==> config.mk <==
export PLATFORM = sky130hd
export DESIGN_NAME = axi_master_wr_flat
export DESIGN_NICKNAME = d
export VERILOG_FILES = /design/src/rtl/axi_pkg.sv /design/src/rtl/axi_master_wr_if.sv /design/src/rtl/axi_resp_timer.sv /design/src/rtl/axi_master_wr.sv /design/src/flat_wrapper.sv
export SDC_FILE = /design/constraint.sdc
export NUM_CORES = 1
export LEC_CHECK = 0
export CAP_MARGIN = 20
export CORE_ASPECT_RATIO = 0.7
export CORE_MARGIN = 2
export CORE_UTILIZATION = 38
export CTS_CLUSTER_DIAMETER = 200
export DETAILED_ROUTE_END_ITERATION = 6
export PLACE_DENSITY = 0.81
export SLEW_MARGIN = 20
export SYNTH_ARGS = -nofsm -noshare
export SYNTH_HDL_FRONTEND = slang
export SYNTH_HIERARCHICAL = 1
export SYNTH_SLANG_ARGS = --single-unit
==> constraint.sdc <==
create_clock -name aclk -period 2.2 [get_ports aclk]
set_input_delay 0.44 -clock aclk [delete_from_list [all_inputs] [get_ports aclk]]
set_output_delay 0.44 -clock aclk [all_outputs]
set_load 0.01 [all_outputs]
==> src/rtl/axi_pkg.sv <==
// Shared AXI4 constants, encodings and write-engine state type.
package axi_pkg;

  localparam int ADDR_BITS = 32;
  localparam int DATA_BITS = 32;
  localparam int LEN_BITS  = 8;
  localparam int SIZE_BITS = 3;

  localparam logic [1:0] BURST_FIXED = 2'b00;
  localparam logic [1:0] BURST_INCR  = 2'b01;
  localparam logic [1:0] BURST_WRAP  = 2'b10;

  localparam logic [1:0] RESP_OKAY   = 2'b00;
  localparam logic [1:0] RESP_EXOKAY = 2'b01;
  localparam logic [1:0] RESP_SLVERR = 2'b10;
  localparam logic [1:0] RESP_DECERR = 2'b11;

  typedef enum logic [1:0] {
    WR_IDLE = 2'd0,
    WR_ADDR = 2'd1,
    WR_DATA = 2'd2,
    WR_RESP = 2'd3
  } wr_state_t;

  function automatic logic resp_is_err(input logic [1:0] resp);
    return (resp != RESP_OKAY);
  endfunction

endpackage

==> src/rtl/axi_master_wr_if.sv <==
// AXI4 write channels (AW, W, B) between a write master and a write slave.
interface axi_master_wr_if #(
  parameter int ADDR_BITS = axi_pkg::ADDR_BITS,
  parameter int DATA_BITS = axi_pkg::DATA_BITS,
  parameter int LEN_BITS  = axi_pkg::LEN_BITS,
  parameter int SIZE_BITS = axi_pkg::SIZE_BITS
);

  logic                   aw_valid;
  logic                   aw_ready;
  logic [ADDR_BITS-1:0]   aw_addr;
  logic [LEN_BITS-1:0]    aw_len;
  logic [SIZE_BITS-1:0]   aw_size;
  logic [1:0]             aw_burst;
  logic [3:0]             aw_cache;

  logic                   w_valid;
  logic                   w_ready;
  logic [DATA_BITS-1:0]   w_data;
  logic [DATA_BITS/8-1:0] w_strb;
  logic                   w_last;

  logic                   b_valid;
  logic                   b_ready;
  logic [1:0]             b_resp;

  modport master (
    output aw_valid, aw_addr, aw_len, aw_size, aw_burst, aw_cache,
    input  aw_ready,
    output w_valid, w_data, w_strb, w_last,
    input  w_ready,
    input  b_valid, b_resp,
    output b_ready
  );

  modport slave (
    input  aw_valid, aw_addr, aw_len, aw_size, aw_burst, aw_cache,
    output aw_ready,
    input  w_valid, w_data, w_strb, w_last,
    output w_ready,
    output b_valid, b_resp,
    input  b_ready
  );

endinterface

==> src/rtl/axi_resp_timer.sv <==
// Counts cycles spent waiting for the B response; expired once TIMEOUT_CYCLES have elapsed.
module axi_resp_timer #(
  parameter int TIMEOUT_CYCLES = 1024
) (
  input  logic clk,
  input  logic rst_n,
  input  logic run,
  output logic expired
);

  localparam int CNT_BITS = $clog2(TIMEOUT_CYCLES + 1);
  localparam logic [CNT_BITS-1:0] LIMIT = CNT_BITS'(TIMEOUT_CYCLES);

  logic [CNT_BITS-1:0] cnt_r;

  // Cleared whenever the engine is outside RESP, saturates at the limit.
  always_ff @(posedge clk or negedge rst_n) begin
    if (!rst_n) begin
      cnt_r <= '0;
    end else if (!run) begin
      cnt_r <= '0;
    end else if (cnt_r != LIMIT) begin
      cnt_r <= cnt_r + CNT_BITS'(1);
    end else begin
      cnt_r <= cnt_r;
    end
  end

  // Expiry flag
  always_comb begin
    expired = (cnt_r == LIMIT);
  end

endmodule

==> src/rtl/axi_master_wr.sv <==
// AXI4 write master: one outstanding burst (AW, len+1 W beats, B) per client command.
// Define AXI_MST_WR_TIMEOUT_EN to abort a missing B response after TIMEOUT_CYCLES.
module axi_master_wr #(
  parameter int ADDR_BITS    = axi_pkg::ADDR_BITS,
  parameter int DATA_BITS    = axi_pkg::DATA_BITS,
  parameter int LEN_BITS     = axi_pkg::LEN_BITS,
  parameter int SIZE_BITS    = axi_pkg::SIZE_BITS,
  parameter int ERR_CNT_BITS = 8
`ifdef AXI_MST_WR_TIMEOUT_EN
  ,
  parameter int TIMEOUT_CYCLES = 1024
`endif
) (
  input  logic                    aclk,
  input  logic                    areset_n,
  input  logic                    cmd_valid,
  output logic                    cmd_ready,
  input  logic [ADDR_BITS-1:0]    cmd_addr,
  input  logic [LEN_BITS-1:0]     cmd_len,
  input  logic [SIZE_BITS-1:0]    cmd_size,
  input  logic                    wd_valid,
  output logic                    wd_ready,
  input  logic [DATA_BITS-1:0]    wd_data,
  input  logic [DATA_BITS/8-1:0]  wd_strb,
  output logic                    done,
  output logic [1:0]              done_resp,
  output logic [ERR_CNT_BITS-1:0] err_cnt,
`ifdef AXI_MST_WR_TIMEOUT_EN
  output logic                    timeout,
`endif
  axi_master_wr_if.master         axi
);

  import axi_pkg::*;

  localparam logic [1:0] ST_IDLE = 2'(WR_IDLE);
  localparam logic [1:0] ST_ADDR = 2'(WR_ADDR);
  localparam logic [1:0] ST_DATA = 2'(WR_DATA);
  localparam logic [1:0] ST_RESP = 2'(WR_RESP);

  logic [1:0]              state_r;
  logic [ADDR_BITS-1:0]    addr_r;
  logic [LEN_BITS-1:0]     len_r;
  logic [SIZE_BITS-1:0]    size_r;
  logic [LEN_BITS-1:0]     beat_cnt_r;
  logic [ERR_CNT_BITS-1:0] err_cnt_r;

  logic       in_idle_s;
  logic       in_addr_s;
  logic       in_data_s;
  logic       in_resp_s;
  logic       aw_hs_s;
  logic       w_hs_s;
  logic       last_beat_s;
  logic       b_hs_s;
  logic       timeout_s;
  logic       done_s;
  logic [1:0] done_resp_s;

  // State decode and handshake qualifiers
  always_comb begin
    in_idle_s   = (state_r == ST_IDLE);
    in_addr_s   = (state_r == ST_ADDR);
    in_data_s   = (state_r == ST_DATA);
    in_resp_s   = (state_r == ST_RESP);
    last_beat_s = (beat_cnt_r == len_r);
    aw_hs_s     = in_addr_s & axi.aw_ready;
    w_hs_s      = in_data_s & wd_valid & axi.w_ready;
    b_hs_s      = in_resp_s & axi.b_valid;
  end

`ifdef AXI_MST_WR_TIMEOUT_EN
  logic expired_s;

  axi_resp_timer #(
    .TIMEOUT_CYCLES (TIMEOUT_CYCLES)
  ) u_resp_timer (
    .clk     (aclk),
    .rst_n   (areset_n),
    .run     (in_resp_s),
    .expired (expired_s)
  );

  // A real B handshake in the expiry cycle takes precedence over the timeout.
  always_comb begin
    timeout_s = in_resp_s & expired_s & ~axi.b_valid;
    timeout   = timeout_s;
  end
`else
  // No timeout: RESP waits for the slave indefinitely.
  always_comb begin
    timeout_s = 1'b0;
  end
`endif

  // Completion pulse and response selection
  always_comb begin
    done_s = b_hs_s | timeout_s;
    if (b_hs_s) begin
      done_resp_s = axi.b_resp;
    end else if (timeout_s) begin
      done_resp_s = RESP_SLVERR;
    end else begin
      done_resp_s = RESP_OKAY;
    end
    done      = done_s;
    done_resp = done_resp_s;
    err_cnt   = err_cnt_r;
    cmd_ready = in_idle_s;
  end

  // AW channel: fields come from the latched command and are zero outside ADDR.
  always_comb begin
    axi.aw_valid = in_addr_s;
    if (in_addr_s) begin
      axi.aw_addr  = addr_r;
      axi.aw_len   = len_r;
      axi.aw_size  = size_r;
      axi.aw_burst = BURST_INCR;
      axi.aw_cache = 4'b0000;
    end else begin
      axi.aw_addr  = '0;
      axi.aw_len   = '0;
      axi.aw_size  = '0;
      axi.aw_burst = 2'b00;
      axi.aw_cache = 4'b0000;
    end
  end

  // W channel: client stream passes straight through while in DATA.
  always_comb begin
    axi.w_valid = in_data_s & wd_valid;
    wd_ready    = in_data_s & axi.w_ready;
    axi.w_last  = in_data_s & wd_valid & last_beat_s;
    if (in_data_s) begin
      axi.w_data = wd_data;
      axi.w_strb = wd_strb;
    end else begin
      axi.w_data = '0;
      axi.w_strb = '0;
    end
    axi.b_ready = in_resp_s;
  end

  // Transaction FSM with command latch and beat counter
  always_ff @(posedge aclk or negedge areset_n) begin
    if (!areset_n) begin
      state_r    <= ST_IDLE;
      addr_r     <= '0;
      len_r      <= '0;
      size_r     <= '0;
      beat_cnt_r <= '0;
    end else begin
      case (state_r)
        ST_IDLE: begin
          if (cmd_valid) begin
            addr_r     <= cmd_addr;
            len_r      <= cmd_len;
            size_r     <= cmd_size;
            beat_cnt_r <= '0;
            state_r    <= ST_ADDR;
          end else begin
            state_r    <= ST_IDLE;
          end
        end
        ST_ADDR: begin
          if (aw_hs_s) begin
            state_r <= ST_DATA;
          end else begin
            state_r <= ST_ADDR;
          end
        end
        ST_DATA: begin
          // The counter stops at len so len=all-ones never wraps before w_last.
          if (w_hs_s && last_beat_s) begin
            state_r <= ST_RESP;
          end else if (w_hs_s) begin
            beat_cnt_r <= beat_cnt_r + LEN_BITS'(1);
          end else begin
            state_r <= ST_DATA;
          end
        end
        ST_RESP: begin
          if (done_s) begin
            state_r <= ST_IDLE;
          end else begin
            state_r <= ST_RESP;
          end
        end
        default: begin
          state_r <= ST_IDLE;
        end
      endcase
    end
  end

  // Saturating count of non-OKAY completions
  always_ff @(posedge aclk or negedge areset_n) begin
    if (!areset_n) begin
      err_cnt_r <= '0;
    end else if (done_s && resp_is_err(done_resp_s) && (err_cnt_r != {ERR_CNT_BITS{1'b1}})) begin
      err_cnt_r <= err_cnt_r + ERR_CNT_BITS'(1);
    end else begin
      err_cnt_r <= err_cnt_r;
    end
  end

endmodule

==> src/flat_wrapper.sv <==
// flat-port wrapper written by rule: the top's interface ports become plain ports
module axi_master_wr_flat import axi_pkg::*;
#(
  parameter int ADDR_BITS    = axi_pkg::ADDR_BITS,
  parameter int DATA_BITS    = axi_pkg::DATA_BITS,
  parameter int LEN_BITS     = axi_pkg::LEN_BITS,
  parameter int SIZE_BITS    = axi_pkg::SIZE_BITS,
  parameter int ERR_CNT_BITS = 8

)
  (aclk, areset_n, cmd_valid, cmd_ready, cmd_addr, cmd_len, cmd_size, wd_valid, wd_ready, wd_data, wd_strb, done, done_resp, err_cnt, axi_aw_valid, axi_aw_addr, axi_aw_len, axi_aw_size, axi_aw_burst, axi_aw_cache, axi_aw_ready, axi_w_valid, axi_w_data, axi_w_strb, axi_w_last, axi_w_ready, axi_b_valid, axi_b_resp, axi_b_ready);
  axi_master_wr_if #(.ADDR_BITS(ADDR_BITS), .DATA_BITS(DATA_BITS), .LEN_BITS(LEN_BITS), .SIZE_BITS(SIZE_BITS)) axi_i ();
  input  logic aclk;
  input  logic areset_n;
  input  logic cmd_valid;
  output logic cmd_ready;
  input  logic [ADDR_BITS-1:0] cmd_addr;
  input  logic [LEN_BITS-1:0] cmd_len;
  input  logic [SIZE_BITS-1:0] cmd_size;
  input  logic wd_valid;
  output logic wd_ready;
  input  logic [DATA_BITS-1:0] wd_data;
  input  logic [DATA_BITS/8-1:0] wd_strb;
  output logic done;
  output logic [1:0] done_resp;
  output logic [ERR_CNT_BITS-1:0] err_cnt;
  output wire logic [$bits(axi_i.aw_valid)-1:0] axi_aw_valid;
  output wire logic [$bits(axi_i.aw_addr)-1:0] axi_aw_addr;
  output wire logic [$bits(axi_i.aw_len)-1:0] axi_aw_len;
  output wire logic [$bits(axi_i.aw_size)-1:0] axi_aw_size;
  output wire logic [$bits(axi_i.aw_burst)-1:0] axi_aw_burst;
  output wire logic [$bits(axi_i.aw_cache)-1:0] axi_aw_cache;
  input wire logic [$bits(axi_i.aw_ready)-1:0] axi_aw_ready;
  output wire logic [$bits(axi_i.w_valid)-1:0] axi_w_valid;
  output wire logic [$bits(axi_i.w_data)-1:0] axi_w_data;
  output wire logic [$bits(axi_i.w_strb)-1:0] axi_w_strb;
  output wire logic [$bits(axi_i.w_last)-1:0] axi_w_last;
  input wire logic [$bits(axi_i.w_ready)-1:0] axi_w_ready;
  input wire logic [$bits(axi_i.b_valid)-1:0] axi_b_valid;
  input wire logic [$bits(axi_i.b_resp)-1:0] axi_b_resp;
  output wire logic [$bits(axi_i.b_ready)-1:0] axi_b_ready;
  assign axi_aw_valid = axi_i.aw_valid;
  assign axi_aw_addr = axi_i.aw_addr;
  assign axi_aw_len = axi_i.aw_len;
  assign axi_aw_size = axi_i.aw_size;
  assign axi_aw_burst = axi_i.aw_burst;
  assign axi_aw_cache = axi_i.aw_cache;
  assign axi_i.aw_ready = axi_aw_ready;
  assign axi_w_valid = axi_i.w_valid;
  assign axi_w_data = axi_i.w_data;
  assign axi_w_strb = axi_i.w_strb;
  assign axi_w_last = axi_i.w_last;
  assign axi_i.w_ready = axi_w_ready;
  assign axi_i.b_valid = axi_b_valid;
  assign axi_i.b_resp = axi_b_resp;
  assign axi_b_ready = axi_i.b_ready;
  axi_master_wr #(.ADDR_BITS(ADDR_BITS), .DATA_BITS(DATA_BITS), .LEN_BITS(LEN_BITS), .SIZE_BITS(SIZE_BITS), .ERR_CNT_BITS(ERR_CNT_BITS)) u_core (.aclk(aclk), .areset_n(areset_n), .cmd_valid(cmd_valid), .cmd_ready(cmd_ready), .cmd_addr(cmd_addr), .cmd_len(cmd_len), .cmd_size(cmd_size), .wd_valid(wd_valid), .wd_ready(wd_ready), .wd_data(wd_data), .wd_strb(wd_strb), .done(done), .done_resp(done_resp), .err_cnt(err_cnt), .axi(axi_i));
endmodule
==> Yosys cells after proc, flatten, opt, wreduce, memory -nomap -nowiden <==
Cells that the tools add are included.
{ "totals": {"regBits": 61, "inputBits": 88, "out_inout_bits": 102, "word_cells": 48} }
{ "op_classes": {"add_sub_neg": 2, "eq_ne": 9, "mux": 17, "n_bitwise": 6, "reduce_logical": 8} }
{ "op_table": {"columns": ["operator", "n"], "rows": [
  ["32-bit 2-to-1 mux", 2],
  ["8-bit 2-to-1 mux", 4],
  ["8-bit by 1-bit adder with 8-bit output (second input constant)", 2],
  ["8-bit case mux with 2 select lines", 1],
  ["2-bit 2-to-1 mux", 5],
  ["8-bit equality test", 1],
  ["8-bit inequality test (second input constant)", 1],
  ["2-bit case mux with 4 select lines", 1],
  ["1-bit bitwise AND", 6],
  ["2-bit inequality test (second input constant)", 3],
  ["2-bit equality test (second input constant)", 2],
  ["4-bit 2-to-1 mux", 1],
  ["4-bit AND reduction", 1],
  ["2-bit nonzero test", 2],
  ["1-bit logical AND", 3],
  ["3-bit 2-to-1 mux", 1],
  ["3-bit inequality test (second input constant)", 1],
  ["2-bit by 1-bit equality test with 1-bit output (second input constant)", 1],
  ["2-bit logical NOT", 1],
  ["1-bit 2-to-1 mux", 2],
  ["2-bit AND reduction", 1]
]} }

==> Longest topological paths before layout <==
Gate-level depths: netlist (run 1).
{ "logic_depth": {"depth_word": 6, "mapped_depth": 6, "mapped_depth_nobuf": 5} }

==> Least setup slack after synthesis (run 1) <==
Ideal clock, no wire load.
{ "synth_timing": {"kind": "register to register", "startpoint": "register u_core.err_cnt_r[5], in the netlist u_core/err_cnt[5]", "endpoint": "register u_core.err_cnt_r[7], in the netlist u_core/err_cnt[7]", "setup_ns": 0.125, "arrival_time_ns": 1.553, "t_required_ns": 2.075, "slack_ns": 0.522, "stages_incl_launch_ff": 6, "n_path_buf": 0, "period_less_slack_ns": 1.678, "cell_sequence": "dfrtp_1 > and4_1 > a311oi_2 > and4_1 > nand4_1 > xnor2_1"} }
{ "synth_between": {"elab_chain_len": 2, "word_cells_on_any_way": 3, "cone_classes": "add/sub (1); eq/ne (1); reduce/logical (1)"} }
{ "synth_rtl": {"columns": ["item", "line_no", "source"], "rows": [
  ["start, declared", "axi_master_wr.sv:46", "logic [ERR_CNT_BITS-1:0] err_cnt_r;"],
  ["start signal, assigned", "axi_master_wr.sv:202", "err_cnt_r <= err_cnt_r + ERR_CNT_BITS'(1);"],
  ["start signal, assigned", "axi_master_wr.sv:204", "err_cnt_r <= err_cnt_r;"],
  ["parallel branches: the longest is 2 deep, another holds 8-bit by 1-bit adder with 8-bit output", null, null]
]} }
Parallel ways; which one is timed is not known.
A chain may end at the register's enable or synchronous reset.

==> Final worst setup path (run 1) <==
{ "layout_timing": {"startpoint": "input port axi_b_valid", "endpoint": "output port done"} }
{ "layout_between": {"elab_chain_len": 1} }
{ "layout_rtl": {"columns": ["item", "line_no", "source"], "rows": [
  ["start, declared", "flat_wrapper.sv:39", "input wire logic [$bits(axi_i.b_valid)-1:0] axi_b_valid;"],
  ["1-bit bitwise AND", "axi_master_wr.sv:69", "b_hs_s = in_resp_s & axi.b_valid;"],
  ["end, declared", "flat_wrapper.sv:24", "output logic done;"]
]} }
No other way between the ends.

==> results of run 1 <==
[cells in the final DEF, fill, tap and decap left out, types with 3 or more instances in the layout]
cell / n
nand2_1: 137
clkdlybuf4s50_1: 97
and2_1: 84
dlygate4sd2_1: 74
dfrtp_1: 60
buf_4: 17
xnor2_1: 12
clkbuf_16: 9
clkbuf_2: 6
nand3_1: 5
conb_1: 5
clkinv_2: 4
buf_2: 4
nor2_1: 4
a21oi_1: 4
o31ai_1: 4
buf_6: 3
clkdlybuf4s15_1: 3
and2_2: 3
or4_1: 3
[synthesized netlist by cell type (2+ instances only)]
cell / number / area share (%)
dfrtp_1: 61 / 47
nand3_1: 5 / 0.78
o31ai_1: 4 / 0.93
and2_2: 2 / 0.47
a21oi_1: 4 / 0.62
and4_1: 2 / 0.54
nand2_1: 137 / 16
nor2_1: 4 / 0.47
inv_1: 2 / 0.23
nand4_2: 2 / 0.78
mux2_2: 2 / 0.70
buf_4: 6 / 1.4
o211ai_1: 2 / 0.47
or4_1: 3 / 0.70
and2_1: 84 / 16
buf_2: 2 / 0.31
xnor2_1: 13 / 3.5
ha_1: 2 / 0.78
xor2_1: 2 / 0.54
clkbuf_1: 14 / 1.6
nand4_1: 2 / 0.39
[flip-flops by register name (all words and copies together), names as in the netlist]
register and count:
u_core/addr_r 32, u_core/beat_cnt_r 8, u_core/err_cnt 8, u_core/len_r 8, u_core/size_r 3, u_core/state_r 2
[power groups by stage]
stage | sequential (mW) | clock [mW] | combinational, mW
global route | 1.92 | 1.45 | 3.00
finish | 1.86 | 1.36 | 2.71
floorplan | 1.81 | 0 | 1.38
CTS | 1.85 | 1.39 | 2.76
detailed placement | 1.88 | 0 | 2.71
global placement | 1.86 | 0 | 2.66
[final timing paths]
| kind | slack (ns) | depth (start not counted) | end |
|---|---|---|---|
| max | 0.05 | 4 | done |
| min | 0.15 | 1 | u_core/addr_r[15] |
| max reg2reg | 0.19 | 8 | u_core/beat_cnt_r[6] |
| min reg2reg | 0.46 | 2 | u_core/addr_r[17] |
| max in group asynchronous | 1.43 | 2 | u_core/state_r[1] |
| min in group aclk | 0.46 | 2 | u_core/addr_r[17] |
[layer usage]
layer | track usage [%] | vias to the layer above | routed length (um)
li1 | - | 1569 | -
met1 | 24.63 | 1505 | 3958
met2 | 36.79 | 148 | 4944
met3 | 8.955 | 23 | 978
met4 | 8.659 | 0 | 262
met5 | 0 | - | 0
[cells by family after synthesis]
| family | after synthesis | synth area share [%] |
|---|---|---|
| AOI/OAI and AO/OA | 16 | 4.042 |
| xor gates and xnor gates | 15 | 4.081 |
| adders and majority gates | 2 | 0.7772 |
| buffers and inverters | 25 | 3.692 |
| DFF | 61 | 47.42 |
| muxes | 4 | 1.360 |
| other | 1 | 0.1165 |
| and+or+nand+nor | 250 | 38.52 |
[layout make-up]
cell class / instances / area share [%]
repair buffers: 208 / 35.48
multi-input cells: 292 / 29.07
flip-flops and latches: 61 / 27.64
clock buffers: 11 / 4.392
well taps: 105 / 2.377
clock inverters: 5 / 0.9056
inverters: 2 / 0.1358
[metrics by stage]
| stage | area (um^2) | power (mW) | cells | TNS, ns |
|---|---|---|---|---|
| 2_1_floorplan | 3234 | 3.183 | 378 | 0 |
| 3_3_place_gp | 5218 | 4.517 | 657 | -0.00002442 |
| 3_5_place_dp | 5218 | 4.592 | 657 | -0.1412 |
| 4_1_cts | 5564 | 6.005 | 684 | 0 |
| 5_1_grt | 5527 | 6.365 | 684 | -0.01506 |
| 6_report | 5527 | 5.937 | 684 | 0 |
[repair_timing]
item | CTS | global route
setup buffers | 8 | 0
pin swaps | 8 | 0
resized for setup | 107 | 13
gates cloned | 3 | 0
setup endpoints to repair | 86 | 13
==> results.md, run 1 <==
* I/O Pins at 190
* Fraction of registers with async set/reset at 100.0%
* Post-synth EDFFs at 0
* Drc violations at 0
* Initial Utilization at around two fifths
* Avg Synthesized Cell Area at between 8 and 9 um^2
* Clock sinks at 61
* Final setup fails at 0
* Detailed Route WL at between 10000 and 15000 um
* Clock-pin slew on the worst setup and hold paths at ~0.050 ns
* Number of antenna violations at the first check in global routing at 0
* Min setup slack post-route at a little over 0.05 ns
* Worst path max stage delay at between 0.5 and 0.6 ns
* Multi-input logic area at around 1600 um^2
* Total number of vias at between 3000 and 4000
* Cell internal pwr at just under 4 mW
* Antenna cells at 0
* Final Skew at 0.006369 ns
* Psw at 2.081 mW
* Post-layout nets at between 600 and 700
* Clock share of power at between 20% and 30%
* First-pass GRT wire length at 15530 um
* RR Startpoint: u_core/state_r[0]
* Max clock buf depth at 2
* FF/Latch Area at approximately 1500 um^2
* Most frequent cell on the critical path: clkdlybuf4s50_1
* Max Clk Rate at 0.4654 GHz
* Clk_lat worst skew at around 0.32 ns
* Setup CP Type: input port to output pin
* Filler cell count at around 670
* Die Width at approximately 110 um
* Crit share post-route at between 90 and 100%
* Die footprint at approximately 9200 um^2
* Minimum clock period at 2.149 ns
* Vias in the first global route at roughly 3300
* Buf/Inv on CP at 3
* H-tree level count at 3
* Detail Route Antenna Nets at 0
* Leak at 2.874 nW
* Delay-heaviest family, CP: buffers and inverters
* Fin. Hold Viols at 0
* Die span in y at ~81 um
* Hold WC Path Type: input port to asynchronous set/reset pin
* Gr usage total at ~22%
* Seq/Total Area, Yosys at a little under half
* CP arrival at about 1.7 ns
* Mapped cell area at 3219 um^2
* VDD IR max at roughly 0.62 mV
* Final core occ at between 60% and 70%
* Count of cell types in the netlist at 40
* Most used DFF post-synth: dfrtp_1
* RePlAce Congestion at between 0.7 and 0.8
* Warnings from Yosys at 6
* Worst path required time at around 1.8 ns
* Hold buffers post-CTS at 0
* Fraction of layout cells with a size suffix above 1 at roughly an eighth
* Worst slew margin at a little under three fifths
* Clock Root Buffer: clkbuf_16
* Setup crit start: axi_b_valid
* Worst-Margin Slew at approximately 0.65 ns
* First drt pass iteration count at 4
* Register share of total power at a little under a third
* Num rows at 28
* DR iter-0 viols at 150
* Num CTS Buffers at 9
* TritonCTS clock tree: done
* Switching share of total power at a little over a third
* PortBufs at between 150 and 200
* DP HPWL at around 7300 um
* Largest net degree at the start of global routing at 46
* Max cap viols at 0
* Post-synthesis register bit count at between 60 and 70
* Cell Chain, Critical Path: clkdlybuf4s50_1 > nand3_1 > inv_2 > clkdlybuf4s50_1
* Routed WL per cell at roughly 15 um
* Core area at between 8000 and 9000 um^2
* Cells after synthesis at around 370
* Crit path max fanout at 4
* Post-Place Worst Slack at -0.06325 ns
* Comb power frac at between 40% and 50%
* Via density at between 4 and 5
* Slew Viols, Final at 0
* Critical Path Source Type: input port
* Slowest CP cell: clkdlybuf4s50_1
* GRT overflow at 0
* Area grow syn2layout at 71.67%
* Status: complete, no violations
* Worst setup EP type: output pin
* Power per cell area at approximately 1100 nW/um^2
* Worst hold slack at 0.1463 ns
No activity file was read; power rests on OpenSTA's default activity.
==> inputs of run 2 (changes only) <==
--- a/config.mk
+++ b/config.mk
@@ -5,13 +5,14 @@
 export SDC_FILE = /design/constraint.sdc
 export NUM_CORES = 1
 export LEC_CHECK = 0
-export CAP_MARGIN = 20
+export CAP_MARGIN = 40
 export CORE_ASPECT_RATIO = 0.7
 export CORE_MARGIN = 2
-export CORE_UTILIZATION = 38
+export CORE_UTILIZATION = 51
 export CTS_CLUSTER_DIAMETER = 200
 export DETAILED_ROUTE_END_ITERATION = 6
-export PLACE_DENSITY = 0.81
+export DONT_BUFFER_PORTS = 1
+export PLACE_DENSITY = 0.66
 export SLEW_MARGIN = 20
 export SYNTH_ARGS = -nofsm -noshare
 export SYNTH_HDL_FRONTEND = slang
==> results.md, run 2 (synthesis results as in run 1) <==
* Critical Path Source Type: register
* DP HPWL at 5848 um (-20%)
* Largest register by flop count: u_core/addr_r
* Final TNS setup at 0 ns (unchanged)
* CP arrival at 1.55 ns (-0.16 ns)
* Post-layout nets at 466 (-30%)
* Fin. Hold Viols at 0 (unchanged)
* Worst path max stage delay at 0.43 ns (-0.11 ns)
* Final Skew at 0.007767 ns (+0.001398 ns)
* Gr usage total at 22.56% (+0.88 points)
* Slowest CP cell: dfrtp_1
* Max Clk Rate at 0.5036 GHz (+8.2%)
* Num CTS Buffers at 9 (unchanged)
* First-pass GRT wire length at 12090 um (-22%)
* Crit path max fanout at 37 (+33)
* Num rows at 24 (-14%)
* Largest net degree at the start of global routing at 62 (+35%)
* Vias in the first global route at 2318 (-30%)
* Number of antenna violations at the first check in global routing at 0 (unchanged)
* Via density at 5.233 (+10%)
* DR iter-0 viols at 83 (-45%)
* Most frequent cells in the layout: nand2_1 (137), and2_1 (84), dfrtp_1 (61)
* Initial Utilization at 52.30% (+14 points)
* First drt pass iteration count at 5 (+1)
* Drc violations at 0 (unchanged)
* H-tree level count at 3 (unchanged)
* TritonCTS clock tree: done
* Filler cell count at 596 (-11%)
* Die span in y at 70.48 um (-13%)
* Post-CTS Setup Inserts at 0 (-8)
* Worst path required time at 1.76 ns (about the same)
* Detailed Route WL at 7925 um (-22%)
* Routed WL per cell at 17.27 um (+16%)
* Clock Root Buffer: clkbuf_8
* Antenna cells at 0 (unchanged)
* Clk_lat worst skew at 0.32 ns (about the same)
* Die Width at 98.96 um (-13%)
* Detail Route Antenna Nets at 0 (unchanged)
* Die footprint at 6974 um^2 (-24%)
* Max cap viols at 0 (unchanged)
* Core area at 6156 um^2 (-26%)
* Commonest non-fill, non-tap cell in the layout: nand2_1
* Hold WC Path Type: input port to register
* Fraction of layout cells with a size suffix above 1 at 9.974% (-1.8 points)
* Crit share post-route at 90.26% (-7.4 points)
* PortBufs at 0 (-100%)
* Unrepaired setup endpoints after global routing: false
* Area grow syn2layout at 8.434%
* Power per cell area at 1255 nW/um^2 (+17%)
* Max FFs per register at 32 (unchanged)
* I/O Pins at 190 (unchanged)
* VDD IR max at 0.6452 mV (+4.7%)
* Clock-pin slew on the worst setup and hold paths at 0.07 ns (+0.02 ns)
* Post-Place Cells at 441 (-33%)
* Final Non-Filler Cells at 459 (-33%)
* Max clock buf depth at 2 (unchanged)
* Worst setup EP type: output pin
* Clock sinks at 61 (unchanged)
* Minimum clock period at 1.986 ns (-0.1631 ns)
* RePlAce Congestion at 0.7716 (-2.6%)
* Total number of vias at 2402 (-26%)
* Cell Chain, Critical Path: and2b_1 > buf_4 > and2_1
* Final setup fails at 0 (unchanged)
* Leak at 1.722 nW (-40%)
* Status: complete, no violations
* Setup CP Type: register to output pin
* GRT overflow at 0 (unchanged)
* Slew Viols, Final at 0 (unchanged)
==> run 2: layer usage <==
layer	share of wire, %	track usage (%)
met4	0.81	6.393
met1	43	28.84
met2	47	36.49
met3	8.3	7.908
met5	0	0
==> run 2: metrics by stage <==
stage	cell area, um^2	hold WS [ns]	power [mW]	util (%)	worst slack (ns)
3_5_place_dp	3284	0.1452	3.551	53.35	0.4855
4_1_cts	3491	0.2051	4.440	56.71	0.1854
3_3_place_gp	3284	0.1459	3.508	53.35	0.5266
6_report	3491	0.2203	4.380	56.71	0.2143
2_1_floorplan	3234	0.1444	3.183	-	0.5216
5_1_grt	3491	0.1975	4.734	56.71	0.1134
==> run 2: layout make-up <==
| type | count | area [um^2] | share of cell area (%) |
|---|---|---|---|
| multi-input cells | 292 | 1593 | 45.63 |
| flip-flops and latches | 61 | 1526 | 43.73 |
| clock buffers | 12 | 145.1 | 4.158 |
| repair buffers | 10 | 97.59 | 2.796 |
| well taps | 78 | 97.59 | 2.796 |
| clock inverters | 4 | 23.77 | 0.6810 |
| inverters | 2 | 7.507 | 0.2151 |
==> run 2: path summary, 6_finish.rpt <==
check                                        from                    to  slack (ns)  cells after the start
worst max-delay path            u_core/state_r[0]         axi_w_strb[1]        0.21                      3
worst min-delay path                  cmd_addr[6]      u_core/addr_r[6]        0.22                      2
worst max register to register  u_core/state_r[1]  u_core/beat_cnt_r[0]        0.48                      5
worst min register to register   u_core/addr_r[2]      u_core/addr_r[2]        0.47                      2
max in group asynchronous                areset_n     u_core/state_r[0]        1.28                      2
min in group asynchronous                areset_n     u_core/addr_r[23]        0.67                      2
==> run 2: worst max-delay path, delay by kind of cell (launching register included) <==
| kind | cells | cell delay [ns] |
|---|---|---|
| simple gates | 2 | 0.53 |
| flops | 1 | 0.43 |
| buf+inv | 1 | 0.27 |
==> run 2: where the power goes <==
group          internal [mW]  switching (mW)  leakage [nW]
Clock                  0.436           0.400        0.0901
Combinational          0.610            1.06         0.857
Sequential              1.56           0.313         0.775
==> run 2: what timing repair did <==
action | CTS | global route
endpoints found under the hold margin | 61 | 0
hold buffers | 2 | 0
gates resized for setup | 0 | 0
